<file path="src/rtl/wrr_pop_scheduler_pkg.sv">
// Shared types and defaults for the weighted round-robin pop scheduler.
package sched_pkg;

    typedef enum logic {SELECT = 1'b0, SERVE = 1'b1} state_e;

    localparam int DEF_WWID      = 4;
    localparam int DEF_AGE_LIMIT = 16;

    // A zero weight still earns one pop so a selected requester always makes progress.
    function automatic int unsigned norm_weight(input int unsigned w);
        return (w == 0) ? 32'd1 : w;
    endfunction

endpackage

</file>
<file path="src/rtl/wrr_pop_scheduler_if.sv">
// FIFO-bank side of the scheduler: empty/weights/back-pressure in, one-hot pop out.
interface wrr_pop_scheduler_if
    import sched_pkg::*;
#(
    parameter int NUM_REQS = 4,
    parameter int WWID     = DEF_WWID
);
    localparam int IW = $clog2(NUM_REQS);

    logic                     blk;
    logic [NUM_REQS-1:0]      empty;
    logic [NUM_REQS*WWID-1:0] weights;
    logic [NUM_REQS-1:0]      gnt;
    logic                     gnt_vld;
    logic [IW-1:0]            cur_idx;

    modport master (input blk, empty, weights, output gnt, gnt_vld, cur_idx);
    modport slave  (output blk, empty, weights, input gnt, gnt_vld, cur_idx);
endinterface

</file>
<file path="src/rtl/wrr_pop_scheduler_rr_first_set.sv">
// Rotating find-first-set: first set bit of req at or after ptr, wrapping modulo N.
module rr_first_set #(
    parameter  int N  = 4,
    localparam int IW = $clog2(N)
) (
    input  logic [N-1:0]  req,
    input  logic [IW-1:0] ptr,
    output logic [IW-1:0] idx,
    output logic          found
);
    // Scan from the farthest offset down so the nearest hit is written last.
    always_comb begin
        idx   = '0;
        found = 1'b0;
        for (int k = N - 1; k >= 0; k--) begin
            if (req[(int'(ptr) + k) % N]) begin
                idx   = IW'((int'(ptr) + k) % N);
                found = 1'b1;
            end
        end
    end
endmodule

</file>
<file path="src/rtl/wrr_pop_scheduler.sv">
// Weighted round-robin pop scheduler over NUM_REQS FIFOs, up to weight pops per turn.
// Optional starvation aging is compiled in with WRR_AGING_EN.
module wrr_pop_scheduler
    import sched_pkg::*;
#(
    parameter int NUM_REQS  = 4,
    parameter int WWID      = DEF_WWID,
    parameter int AGE_LIMIT = DEF_AGE_LIMIT
) (
    input logic                 clk,
    input logic                 rst,
    wrr_pop_scheduler_if.master bus
);
    localparam int            IW   = $clog2(NUM_REQS);
    localparam logic [IW-1:0] LAST = IW'(NUM_REQS - 1);

    state_e              state_q, state_d;
    logic [IW-1:0]       ptr_q, ptr_d, cur_q, cur_d;
    logic [WWID-1:0]     credit_q, credit_d;
    logic [NUM_REQS-1:0] req, gnt;
    logic [IW-1:0]       rr_idx, sel_idx, nxt_idx;
    logic                rr_found;
    logic [WWID-1:0]     sel_w;

    assign req = ~bus.empty;

    rr_first_set #(.N(NUM_REQS)) u_rr (
        .req(req), .ptr(ptr_q), .idx(rr_idx), .found(rr_found)
    );

`ifdef WRR_AGING_EN
    localparam int            AW      = $clog2(AGE_LIMIT + 1);
    localparam logic [AW-1:0] AGE_MAX = AW'(AGE_LIMIT);

    logic [NUM_REQS-1:0][AW-1:0] age_q, age_d;
    logic [NUM_REQS-1:0]         aged;
    logic [IW-1:0]               aged_idx;
    logic                        aged_found;

    always_comb begin
        for (int i = 0; i < NUM_REQS; i++) begin
            aged[i] = req[i] && (age_q[i] >= AGE_MAX);
            if (bus.empty[i] || gnt[i])  age_d[i] = '0;
            else if (age_q[i] != AGE_MAX) age_d[i] = age_q[i] + 1'b1;
            else                          age_d[i] = age_q[i];
        end
    end

    always_ff @(posedge clk or negedge rst) begin
        if (!rst) age_q <= '0;
        else      age_q <= age_d;
    end

    // Aged requesters bypass rotation; lowest index wins among them.
    rr_first_set #(.N(NUM_REQS)) u_aged (
        .req(aged), .ptr('0), .idx(aged_idx), .found(aged_found)
    );

    assign sel_idx = aged_found ? aged_idx : rr_idx;
`else
    localparam int unused_age_limit = AGE_LIMIT;
    assign sel_idx = rr_idx;
`endif

    assign sel_w   = WWID'(norm_weight(32'(bus.weights[int'(sel_idx)*WWID +: WWID])));
    assign nxt_idx = (cur_q == LAST) ? '0 : cur_q + 1'b1;

    always_comb begin
        state_d  = state_q;
        ptr_d    = ptr_q;
        cur_d    = cur_q;
        credit_d = credit_q;
        gnt      = '0;
        case (state_q)
            SELECT: begin
                if (rr_found && !bus.blk) begin
                    cur_d    = sel_idx;
                    credit_d = sel_w;
                    state_d  = SERVE;
                end
            end
            SERVE: begin
                if (!bus.blk) begin
                    if (bus.empty[cur_q]) begin
                        state_d = SELECT;
                        ptr_d   = nxt_idx;
                    end else begin
                        gnt[cur_q] = 1'b1;
                        credit_d   = credit_q - 1'b1;
                        if (credit_q == WWID'(1)) begin
                            state_d = SELECT;
                            ptr_d   = nxt_idx;
                        end
                    end
                end
            end
            default: state_d = SELECT;
        endcase
    end

    always_ff @(posedge clk or negedge rst) begin
        if (!rst) begin
            state_q  <= SELECT;
            ptr_q    <= '0;
            cur_q    <= '0;
            credit_q <= '0;
        end else begin
            state_q  <= state_d;
            ptr_q    <= ptr_d;
            cur_q    <= cur_d;
            credit_q <= credit_d;
        end
    end

    assign bus.gnt     = gnt;
    assign bus.gnt_vld = |gnt;
    assign bus.cur_idx = cur_q;
endmodule

</file>
<file path="src/flat_wrapper.sv">
// flat-port wrapper written by rule: the top's interface ports become plain ports
module wrr_pop_scheduler_flat import sched_pkg::*;
#(
    parameter int NUM_REQS  = 4,
    parameter int WWID      = DEF_WWID,
    parameter int AGE_LIMIT = DEF_AGE_LIMIT
)
  (clk, rst, bus_blk, bus_empty, bus_weights, bus_gnt, bus_gnt_vld, bus_cur_idx);
  wrr_pop_scheduler_if #(.NUM_REQS(NUM_REQS), .WWID(WWID)) bus_i ();
  input logic clk;
  input logic rst;
  input wire logic [$bits(bus_i.blk)-1:0] bus_blk;
  input wire logic [$bits(bus_i.empty)-1:0] bus_empty;
  input wire logic [$bits(bus_i.weights)-1:0] bus_weights;
  output wire logic [$bits(bus_i.gnt)-1:0] bus_gnt;
  output wire logic [$bits(bus_i.gnt_vld)-1:0] bus_gnt_vld;
  output wire logic [$bits(bus_i.cur_idx)-1:0] bus_cur_idx;
  assign bus_i.blk = bus_blk;
  assign bus_i.empty = bus_empty;
  assign bus_i.weights = bus_weights;
  assign bus_gnt = bus_i.gnt;
  assign bus_gnt_vld = bus_i.gnt_vld;
  assign bus_cur_idx = bus_i.cur_idx;
  wrr_pop_scheduler #(.NUM_REQS(NUM_REQS), .WWID(WWID), .AGE_LIMIT(AGE_LIMIT)) u_core (.clk(clk), .rst(rst), .bus(bus_i));
endmodule
</file>
<file path="config.mk">
export PLATFORM = sky130hd
export DESIGN_NAME = wrr_pop_scheduler_flat
export DESIGN_NICKNAME = d
export VERILOG_FILES = /design/src/rtl/wrr_pop_scheduler_pkg.sv /design/src/rtl/wrr_pop_scheduler_if.sv /design/src/rtl/wrr_pop_scheduler_rr_first_set.sv /design/src/rtl/wrr_pop_scheduler.sv /design/src/flat_wrapper.sv
export SDC_FILE = /design/constraint.sdc
export NUM_CORES = 1
export LEC_CHECK = 0
export CORE_ASPECT_RATIO = 0.7
export CORE_MARGIN = 2
export CORE_UTILIZATION = 40
export DETAILED_ROUTE_END_ITERATION = 10
export GPL_TIMING_DRIVEN = 1
export PLACE_DENSITY = 0.72
export SYNTH_ARGS = -nofsm -noshare
export SYNTH_HDL_FRONTEND = slang
export SYNTH_SLANG_ARGS = --single-unit
</file>
<file path="constraint.sdc">
create_clock -name clk -period 2.2 [get_ports clk]
set_input_delay 0.22 -clock clk [delete_from_list [all_inputs] [get_ports clk]]
set_output_delay 0.22 -clock clk [all_outputs]
set_load 0.02 [all_outputs]
</file>
==> results of run 1 <==
## timing repair
action                                  CTS  global route
endpoints found under the setup margin    5             5
gates resized for setup                   5             9
gates cloned                              0             0
setup buffers                             0             3
## critical path, cell delays in order
cell and delay (ps):
clkdlybuf4s50_1 470, mux4_2 540, nor3_4 210, and2_2 170, clkdlybuf4s15_1 290
## final cells by class
cell class	count	area share
Clock buffer	4	0.0212
Inverter	7	0.0212
Multi-Input combinational cell	85	0.481
Sequential cell	9	0.182
Tap cell	22	0.0222
Timing Repair Buffer	38	0.273
## Yosys cell counts (2+ instances only)
cell type,count
and3_2,2
o221a_2,2
and2_2,4
nand3_1,12
inv_1,7
nor3_1,3
a21oi_1,2
dfrtp_1,9
a211o_1,2
o22ai_1,2
nor2_1,4
ha_1,6
o31ai_1,2
nor2b_1,2
o21ai_0,13
and3_1,6
nand2_1,5
## where the power goes
| group | internal, uW | total [uW] | switching (uW) |
|---|---|---|---|
| Combinational | 402 | 832 | 430 |
| Sequential | 247 | 359 | 112 |
| Clock | 69.9 | 128 | 57.9 |
## final timing paths
kind,startpoint,end,slack [ps],cells after the start
worst max-delay path,bus_empty[0],bus_gnt[0],70,5
max in group asynchronous,rst,u_core.ptr_q[0],1640,1
min in group clk,u_core.credit_q[1],u_core.credit_q[1],560,1
worst max register to register,u_core.bus.cur_idx[0],u_core.ptr_q[1],250,5
worst min-delay path,rst,u_core.state_q,260,1
worst min register to register,u_core.credit_q[1],u_core.credit_q[1],560,1
## cells by family (layout without fill, tap and decap cells)
kind of cell / count (synthesis) / in the layout / share of synthesized area
simple gates: 46 / 46 / 0.321
buf+inv: 7 / 49 / 0.0310
compound gates: 31 / 31 / 0.254
mux: 2 / 2 / 0.0399
flops: 9 / 9 / 0.266
fa+ha+maj: 6 / 6 / 0.0886
## routing by layer
metal,vias to the layer above,global-route usage,wire length (microns)
li1,466,-,-
met4,0,0.0545,21
met5,-,0,0
met3,2,0.0432,107
met2,29,0.331,1170
met1,457,0.272,1130
## registers in the layout, summed over array words and instances (netlist names)
register and flops:
u_core.bus.cur_idx 2, u_core.credit_q 4, u_core.ptr_q 2, u_core.state_q 1
## stage by stage
step           power (uW)  hold slack [ps]  area (sq um)  cells
2_1_floorplan         876            -75.6           847    101
3_3_place_gp         1140              539          1210    158
3_5_place_dp         1170              542          1210    158
4_1_cts              1290              269          1230    162
5_1_grt              1430              282          1240    165
6_report             1320              262          1240    165
==> results, run 1 <==
- The flow ran to the end, and the final reports show no timing, DRC or antenna violations.
- The number of max-slew violations in the final report is 0.
- For the worst setup path, the data arrival time is 1910 ps.
- The instance count of the mapped netlist is 101.
- Setup total negative slack on the finished layout was measured at 0 ps.
- The critical path is of the in2out type.
- The root buffer cell chosen for the clock tree is clkbuf_4.
- At the end of the flow, the number of nets in the layout was 173.
- Ranked by total cell area, the synthesized netlist is headed by dfrtp_1, ha_1, o21ai_0.
- Dividing total power by cell area gives a power density of 1060 nW/um^2.
- The library cells used most frequently in the layout, excluding fill and tap cells, are clkdlybuf4s50_1, o21ai_0, nand3_1, buf_4, dfrtp_1.
- Derived from the worst setup path, the maximum achievable clock frequency is 0.470 GHz.
- The worst pin sits at a relative slew slack of 0.718.
- Of the synthesized area, sequential elements account for 0.266.
- The number of antenna diodes in the final layout is 0.
- The floorplan has 13 rows.
- The clock passes through at most 2 buffers.
- The library cell used most frequently in the layout, excluding fill and tap cells, is clkdlybuf4s50_1.
- At the pin with the least slew margin, the transition time is 421 ps.
- The clock tree from TritonCTS is built.
- The first detailed-routing pass took 4 iterations.
- The number of sinks driven by the clock tree is 9.
- After clock tree synthesis, the clock-pin slew on the worst setup and hold paths is 60 ps.
- The reported leakage power is 0.000564 uW.
- The combined area of the multi-input logic cells is 596 sq um.
- The number of maximum-capacitance constraint violations is 0.
- The floorplan step defined a core boundary enclosing 1920 sq um.
- The average wire per cell in the routed design is 14.7 microns.
- For this run, design rule violations remaining after detail routing come to 0.
- The register bit total from synthesis is 9.
- The net count after synthesis is 130.
- The least setup slack across all paths after layout is 74.2 ps.
- The number of vias after detailed routing is 954.
- The effective utilization at floorplan is 0.441.
- The number of antenna violations at the first check in global routing is 0.
- At the end of routability-driven placement, the weighted congestion stood at 0.828.
- The maximum fanout along the worst path is 5.
- Setup violations remaining at the end of the flow were counted as 0.
- The global route total overflow is 0.
- The share of layout cells above drive strength 1 is 0.231.
- The worst path needs 2130 ps of the cycle, external delays included.
- For this run, the number of Yosys warnings is 0.
- Setup repair after global routing left no endpoint under its margin.
- The pin count of the biggest net entering global routing is 10.
- The final-report hold violation count came to 0.
- Clock skew on the completed layout was measured at 1.73 ps.
- The detailed placement HPWL is 2010 microns.
- The source-to-sink clock delay at the later pin of the worst-skew pair is 260 ps.
- The post-synthesis area per instance is 8.39 sq um.
- Wires add up to 2430 microns.
- STA classifies the critical path endpoint as an output port.
- The worst setup slack after placement is -251 ps.
- Yosys mapped a number of flops with a built-in enable equal to 0.
- In this run the remaining antenna-violating nets after routing total 0.
- The number of global-route vias before repair is 877.
- Counting the buffers created by CTS gives 3.
- The floorplan die height is 42.5 microns.
- Compared with the post-synthesis result, the final layout area differs by 46.2%.
- The core utilization of the finished layout is 0.645.
- The element type at the critical path start is a primary input.
- For this block, the initial DRC count from the detailed router was 35.
- In this run the tool buffered the top-level ports with 29 buffer cells.
- For this run, the total global-route usage over all layers was measured as 0.204.
- The period utilization is 0.966.
- The synthesized netlist occupies a cell area of 847 sq um.
- CTS built an H-tree with a depth of 1.
- For the worst setup path, the data required time is 1980 ps.
- The die width is 59 microns.
- The first-pass GRT wire length is 3920 microns.
- The main flop type after synthesis is dfrtp_1.
- The floorplan step defined a die boundary enclosing 2510 sq um.
- The sequential cell area is 225 sq um.
- The number of distinct library cell variants in the gate-level netlist after synthesis is 35.
- In the synthesized netlist the async set-or-reset flop fraction comes to 1.00.
- The layout has 184 filler cells.
- The cell taking the most area after synthesis is dfrtp_1.
- The peak ir drop on the vdd network is 513 uV.
- In this run the worst hold path is classified as in2async.
- Of the post-synthesis cell area, the dominant cell type holds 0.266.
- For this design, the CTS-stage hold fixing added 0 buffers.
- Pin placement for this block handled 30 I/O pins.
- The average via count per standard cell is 5.78.
Note: power is estimated with default switching activity, not from simulation.
==> inputs of run 2 (changes only) <==
SKIP_LAST_GASP = 1   (was not set)
==> run 2 against run 1 <==
Combinational power is essentially flat; first-iteration DRC count grew 31%; via count is the same; sequential power barely moved.
==> results, run 2 (same netlist as run 1, synthesis figures left out) <==
- The period utilization came to 0.981 (+0.0146).
- The worst slew margin relative to its limit came to 0.719 (about the same).
- The average wire per cell in the routed design is 14.8 microns (+0.25%).
- The number of global-route vias before repair came to 877 (unchanged).
- The final-layout worst hold slack came to 262 ps (-0.408 ps).
- The detailed placement HPWL came to 2010 microns (unchanged).
- The pin count of the biggest net entering global routing came to 10 (unchanged).
- The layout net count was 173 (unchanged).
- The worst setup slack after placement is -251 ps (unchanged).
- The number of buffers added to fix hold violations after cts was 0 (unchanged).
- The maximum clock insertion buffer count came to 2 (unchanged).
- The source-to-sink clock delay at the later pin of the worst-skew pair came to 260 ps (about the same).
- The critical path goes through clkdlybuf4s50_1, mux4_2, nor3_4, and2_2, dlygate4sd2_1.
- The number of setup violations in the final report came to 0 (unchanged).
- The number of standard cells in the layout, taps in and fillers out is 165 (unchanged).
- The cell row count is 13 (unchanged).
- The min-delay analysis places its worst path in the category in2async.
- The clock tree from TritonCTS is built.
- The count of pins on the block boundary is 30 (unchanged).
- The core utilization of the finished layout is 0.647 (+0.00196).
- The number of maximum-capacitance constraint violations is 0 (unchanged).
- The H-tree depth came to 1 (unchanged).
- The combined area of the multi-input logic cells is 596 sq um (unchanged).
- The count of inserted antenna diode cells is 0 (unchanged).
- The post-route antenna net violation count came to 0 (unchanged).
- The number of vias after detailed routing is 954 (unchanged).
- The cell sitting at the root of the clock tree is a clkbuf_4.
- The global-route usage over all layers is 0.204 (unchanged).
- The final-report hold violation count is 0 (unchanged).
- Setup repair after global routing could not meet its margin everywhere.
- The share of layout cells above drive strength 1 came to 0.224 (-0.00699).
- The commonest non-fill, non-tap cell in the layout is clkdlybuf4s50_1.
- The number of sinks driven by the clock tree was 9 (unchanged).
- The peak ir drop on the vdd network is 516 uV (+0.56%).
- The full die area is 2510 sq um (unchanged).
- The initial DRC count is 46 (+31%).
- The largest stage delay on the critical path is 540 ps (about the same).
- The die width is 59 microns (unchanged).
- The core area was 1920 sq um (unchanged).
- The floorplan die height is 42.5 microns (unchanged).
- The measured slew at the worst slew-check pin is 420 ps (-0.958 ps).
- The total CTS buffers is 3 (unchanged).
- In the layout the commonest cells are clkdlybuf4s50_1, o21ai_0, nand3_1, buf_4, dfrtp_1.
- The global placer's final weighted congestion is 0.828 (unchanged).
- The flip-flop count of the largest register after layout was 4 (unchanged).
- The first-pass GRT wire length is 3920 microns (unchanged).
- The run finished with clean final reports.
- The worst setup path is captured at an output port.
- The start-to-end type of the worst setup path is in2out.
- The clock input transition at the sequential cells of the worst setup and hold paths came to 60 ps (about the same).
- From synthesis to final layout, the design area changed by 46.7%.
- The sequential cell area is 225 sq um (unchanged).
- The average via count per standard cell is 5.78 (unchanged).
- The effective utilization at floorplan is 0.441 (unchanged).
- The number of max-slew violations in the final report was 0 (unchanged).
- The largest individual stage delay along the critical path comes from the cell mux4_2.
- The worst setup path is launched from a primary input.
- The remaining design rule violation count came to 0 (unchanged).
- The total of buffers placed on input and output ports was 29 (unchanged).
- The combined buffer and inverter count along the critical path was 2 (unchanged).
- The cell count of the worst reg-to-reg path is 5 (unchanged).
- The first-pass detailed-route iteration total came to 4 (unchanged).
- The final critical-path required period is 2160 ps (+32.2 ps).
- The peak clock frequency supported by timing is 0.463 GHz (-1.5%).
- The maximum fanout along the worst path came to 5 (unchanged).
- In this design, the largest share of critical-path delay is due to buffers and inverters.
- The number of antenna violations at the first check in global routing is 0 (unchanged).
- The power density of the placed cells is 1060 nW/um^2 (-0.13%).
- The sum of negative setup slack is 0 ps (unchanged).
- The data arrival time of the critical path was 1940 ps (+30 ps).
- The total wire length after detailed routing is 2440 microns (+0.25%).
- The number of cells on the critical path is 5 (unchanged).
- The reported leakage power is 0.000568 uW (+0.62%).
- The register with the most flip-flops in the final layout is u_core.credit_q.
- The least setup slack across all paths after layout is 42.1 ps (-32.2 ps).
- The placed instance count is 158 (unchanged).
- The required arrival time at the worst endpoint is 1980 ps (about the same).
- The global route total overflow was 0 (unchanged).
- The worst-case clock skew is 1.75 ps (+0.0149 ps).
- The fill cell total of the finished layout is 184 (unchanged).
==> run 2: changes by cell type in the layout (fill, tap and decap cells not counted), sizes merged <==
cell,previous run,this run
clkbuf,8,7
dlygate4sd2,0,1
==> run 2: final timing paths <==
check,from,endpoint,slack [ps]
max,bus_empty[0],bus_gnt[1],40
min,rst,u_core.state_q,260
max reg2reg,u_core.bus.cur_idx[0],u_core.ptr_q[1],230
min reg2reg,u_core.credit_q[1],u_core.credit_q[1],560
max in group asynchronous,rst,u_core.ptr_q[0],1640
min in group clk,u_core.credit_q[1],u_core.credit_q[1],560
==> run 2: area by class of cell <==
class	count	area share
Clock buffer	4	0.0211
Sequential cell	9	0.181
Timing Repair Buffer	38	0.275
Inverter	7	0.0211
Tap cell	22	0.0222
Multi-Input combinational cell	85	0.479
==> run 2: per-layer routing <==
layer | global-route usage | up-vias | routed length (microns)
met3 | 0.0432 | 2 | 113
met4 | 0.0545 | 0 | 21
met5 | 0 | - | 0
li1 | - | 466 | -
met1 | 0.272 | 457 | 1140
met2 | 0.331 | 29 | 1160
==> run 2: timing repair <==
action | in CTS | in global routing
gates resized for setup | 5 | 7
setup buffers | 0 | 3
endpoints found under the setup margin | 5 | 5
==> run 2: worst reg2reg max path, cell delays in order (launching register included) <==
cell and delay (ps):
dfrtp_1 390, mux4_2 580, buf_4 170, a31oi_1 190, or3_1 200, mux2_1 330
==> run 2: per-stage QoR <==
| step | area [sq um] | power [uW] |
|---|---|---|
| after floorplan | 847 | 876 |
| after global placement | 1210 | 1140 |
| after detailed placement | 1210 | 1170 |
| after CTS | 1230 | 1290 |
| after global routing | 1240 | 1430 |
| final | 1240 | 1320 |
==> run 2: where the power goes <==
group | switching [uW] | internal (uW) | leakage, uW | total [uW]
Clock | 57.9 | 69.9 | 0.0000150 | 128
Combinational | 431 | 403 | 0.000446 | 834
Sequential | 112 | 247 | 0.000106 | 360
Total | 601 | 720 | 0.000568 | 1320
==> inputs of run 3 (changes only) <==
CORE_ASPECT_RATIO = not set   (was 0.7)
SLEW_MARGIN = 40   (was not set)
==> run 3 against run 2 <==
Sequential share of layout area fell by 0.23 points; power fell by 1.7%; non-clock buffer count did not move; first-iteration DRC count fell by 52%; design area rose by 1.3%; sequential power fell by 1%; global-route usage fell by 1.2 points; combinational power fell by 3.1%; die area fell by 0.24%; clock power rose by 5%; critical endpoint is now bus_gnt[2].
==> results, run 3 (same netlist as run 1, synthesis figures left out) <==
- The number of global-route vias before repair is 877 (unchanged).
- The peak clock frequency supported by timing is 0.467 GHz (+0.75%).
- The reported leakage power is 0.000567 uW (about the same).
- The clock tree root driver cell is clkbuf_4.
- The worst slew margin relative to its limit was 0.722 (+0.00324).
- The power after layout came to 1300 uW (-1.7%).
- The core area is 1980 sq um (+3.3%).
- The detailed placement HPWL is 1810 microns (-9.8%).
- The number of setup violations in the final report is 0 (unchanged).
- The total of buffers placed on input and output ports was 29 (unchanged).
- The effective utilization at floorplan is 0.427 (-0.0139).
- Leaving out fill and tap cells, the most frequent cell in the layout is clkdlybuf4s50_1.
- The source-to-sink clock delay at the later pin of the worst-skew pair is 270 ps (about the same).
- The remaining design rule violation count is 0 (unchanged).
- The die width is 50.0 microns (-15%).
- The measured slew at the worst slew-check pin is 417 ps (-3.55 ps).
- The start-to-end type of the worst setup path is reg2out.
- The pin count of the biggest net entering global routing is 10 (unchanged).
- The cell count of the worst reg-to-reg path came to 9 (+4).
- The final critical-path required period is 2140 ps (-16.0 ps).
- The power density of the placed cells is 1030 nW/um^2 (-3.0%).
- The worst-case clock skew is 2.01 ps (+0.266 ps).
- The count of inserted antenna diode cells is 0 (unchanged).
- The total wire length after detailed routing is 2210 microns (-9.2%).
- The H-tree depth is 1 (unchanged).
- TritonCTS built the clock tree.
- u_core.credit_q holds more flip-flops than any other register.
- The global-route usage over all layers was 0.191 (-0.0124).
- Setup repair after global routing could not meet its margin everywhere.
- The first-pass detailed-route iteration total is 4 (unchanged).
- The count of pins on the block boundary is 30 (unchanged).
- The clock input transition at the sequential cells of the worst setup and hold paths came to 60 ps (about the same).
- The first-pass GRT wire length is 3620 microns (-7.8%).
- The number of maximum-capacitance constraint violations is 0 (unchanged).
- The slack of the worst reg-to-reg path is 110 ps (-120 ps).
- The flip-flop count of the largest register after layout came to 4 (unchanged).
- The global route total overflow is 0 (unchanged).
- The post-route antenna net violation count was 0 (unchanged).
- The maximum fanout along the worst path is 5 (unchanged).
- The sum of negative setup slack is 0 ps (unchanged).
- The period utilization is 0.974 (-0.00726).
- The average wire per cell in the routed design is 13.0 microns (-12%).
- The average via count per standard cell is 5.50 (-4.9%).
- The area growth from synthesis to layout is 48.6%.
- The element type at the critical path start is a flop.
- The number of max-slew violations in the final report was 0 (unchanged).
- The final-report hold violation count is 0 (unchanged).
- The fill cell total of the finished layout is 163 (-11%).
- The cell row count is 16 (+3).
- The maximum clock insertion buffer count is 2 (unchanged).
- The end of the worst register-to-register path is u_core.credit_q[3].
- The full die area is 2500 sq um (-0.24%).
- The category of the worst setup path capture point is an output port.
- The data arrival time of the critical path was 1920 ps (-20 ps).
- The run finished with clean final reports.
- The total CTS buffers is 3 (unchanged).
- The worst register-to-register path begins at u_core.bus.cur_idx[0].
- The floorplan die height is 50.0 microns (+18%).
- The peak ir drop on the vdd network came to 598 uV (+16%).
- The initial DRC count came to 22 (-52%).
- The layout net count was 173 (unchanged).
- The number of antenna violations at the first check in global routing is 0 (unchanged).
- The top cell types in the final layout, fill and taps aside, are clkdlybuf4s50_1, o21ai_0, nand3_1, buf_4, dfrtp_1.
- The global placer's final weighted congestion was 0.798 (-3.7%).
- The share of layout cells above drive strength 1 is 0.210 (-0.0140).
- The class of the tightest hold or removal check is in2async.
- The required arrival time at the worst endpoint is 1980 ps (about the same).
- The number of buffers added to fix hold violations after cts is 0 (unchanged).
- The number of vias after detailed routing came to 935 (-2.0%).
- The number of sinks driven by the clock tree was 9 (unchanged).
==> run 3: cell count changes in the layout (fill, tap and decap cells not counted), sizes merged <==
cell           before  now
clkbuf              7    5
clkdlybuf4s15       1    3
==> run 3: layout make-up <==
class / count / area (sq um) / area share
multi-input cells: 85 / 596 / 0.473
repair buffers: 38 / 352 / 0.279
inverters: 7 / 26.3 / 0.0209
clock buffers: 4 / 26.3 / 0.0209
flip-flops and latches: 9 / 225 / 0.179
well taps: 27 / 33.8 / 0.0268
==> run 3: power by group <==
part	switching [uW]	leakage (uW)	total, uW	internal, uW
Combinational	410	0.000446	808	399
Clock	64.4	0.0000150	135	70.3
Sequential	108	0.000106	355	248
==> run 3: metal layers <==
layer / track usage / wire, microns
met1: 0.225 / 986
met2: 0.329 / 1070
met3: 0.0303 / 104
met4: 0.102 / 50
met5: 0 / 0
==> run 3: timing repair <==
| action | CTS | global route |
|---|---|---|
| pin swaps | 0 | 0 |
| setup endpoints to repair | 5 | 5 |
| buffers inserted | 0 | 2 |
| resized for setup | 5 | 5 |
==> run 3: worst max-delay path, stage by stage, from the launching register on <==
cell and delay, ps:
dfrtp_1 380, mux4_2 570, nor3_4 190, and2_2 180, dlygate4sd2_1 330
==> run 3: how the worst max path moves through the flow <==
stage | slack [ps] | from | end | cells after the start
after detailed placement | -200 | bus_empty[1] | bus_gnt[2] | 5
after floorplan | 260 | u_core.bus.cur_idx[0] | u_core.credit_q[3] | 6
after CTS | 30 | u_core.bus.cur_idx[0] | bus_gnt[2] | 4
final | 60 | u_core.bus.cur_idx[0] | bus_gnt[2] | 4
after global placement | -130 | bus_empty[3] | bus_gnt[0] | 5
after global routing | -40 | u_core.bus.cur_idx[0] | bus_gnt[2] | 4
==> run 3: per-stage QoR <==
stage	utilization	cells	hold WS, ps	instance area (sq um)	setup WS [ps]
after floorplan	-	101	-75.6	847	265
after global placement	0.617	164	530	1220	-132
after detailed placement	0.617	164	541	1220	-200
after CTS	0.628	168	257	1240	27.8
after global routing	0.635	170	280	1260	-43.2
final	0.635	170	240	1260	58.0
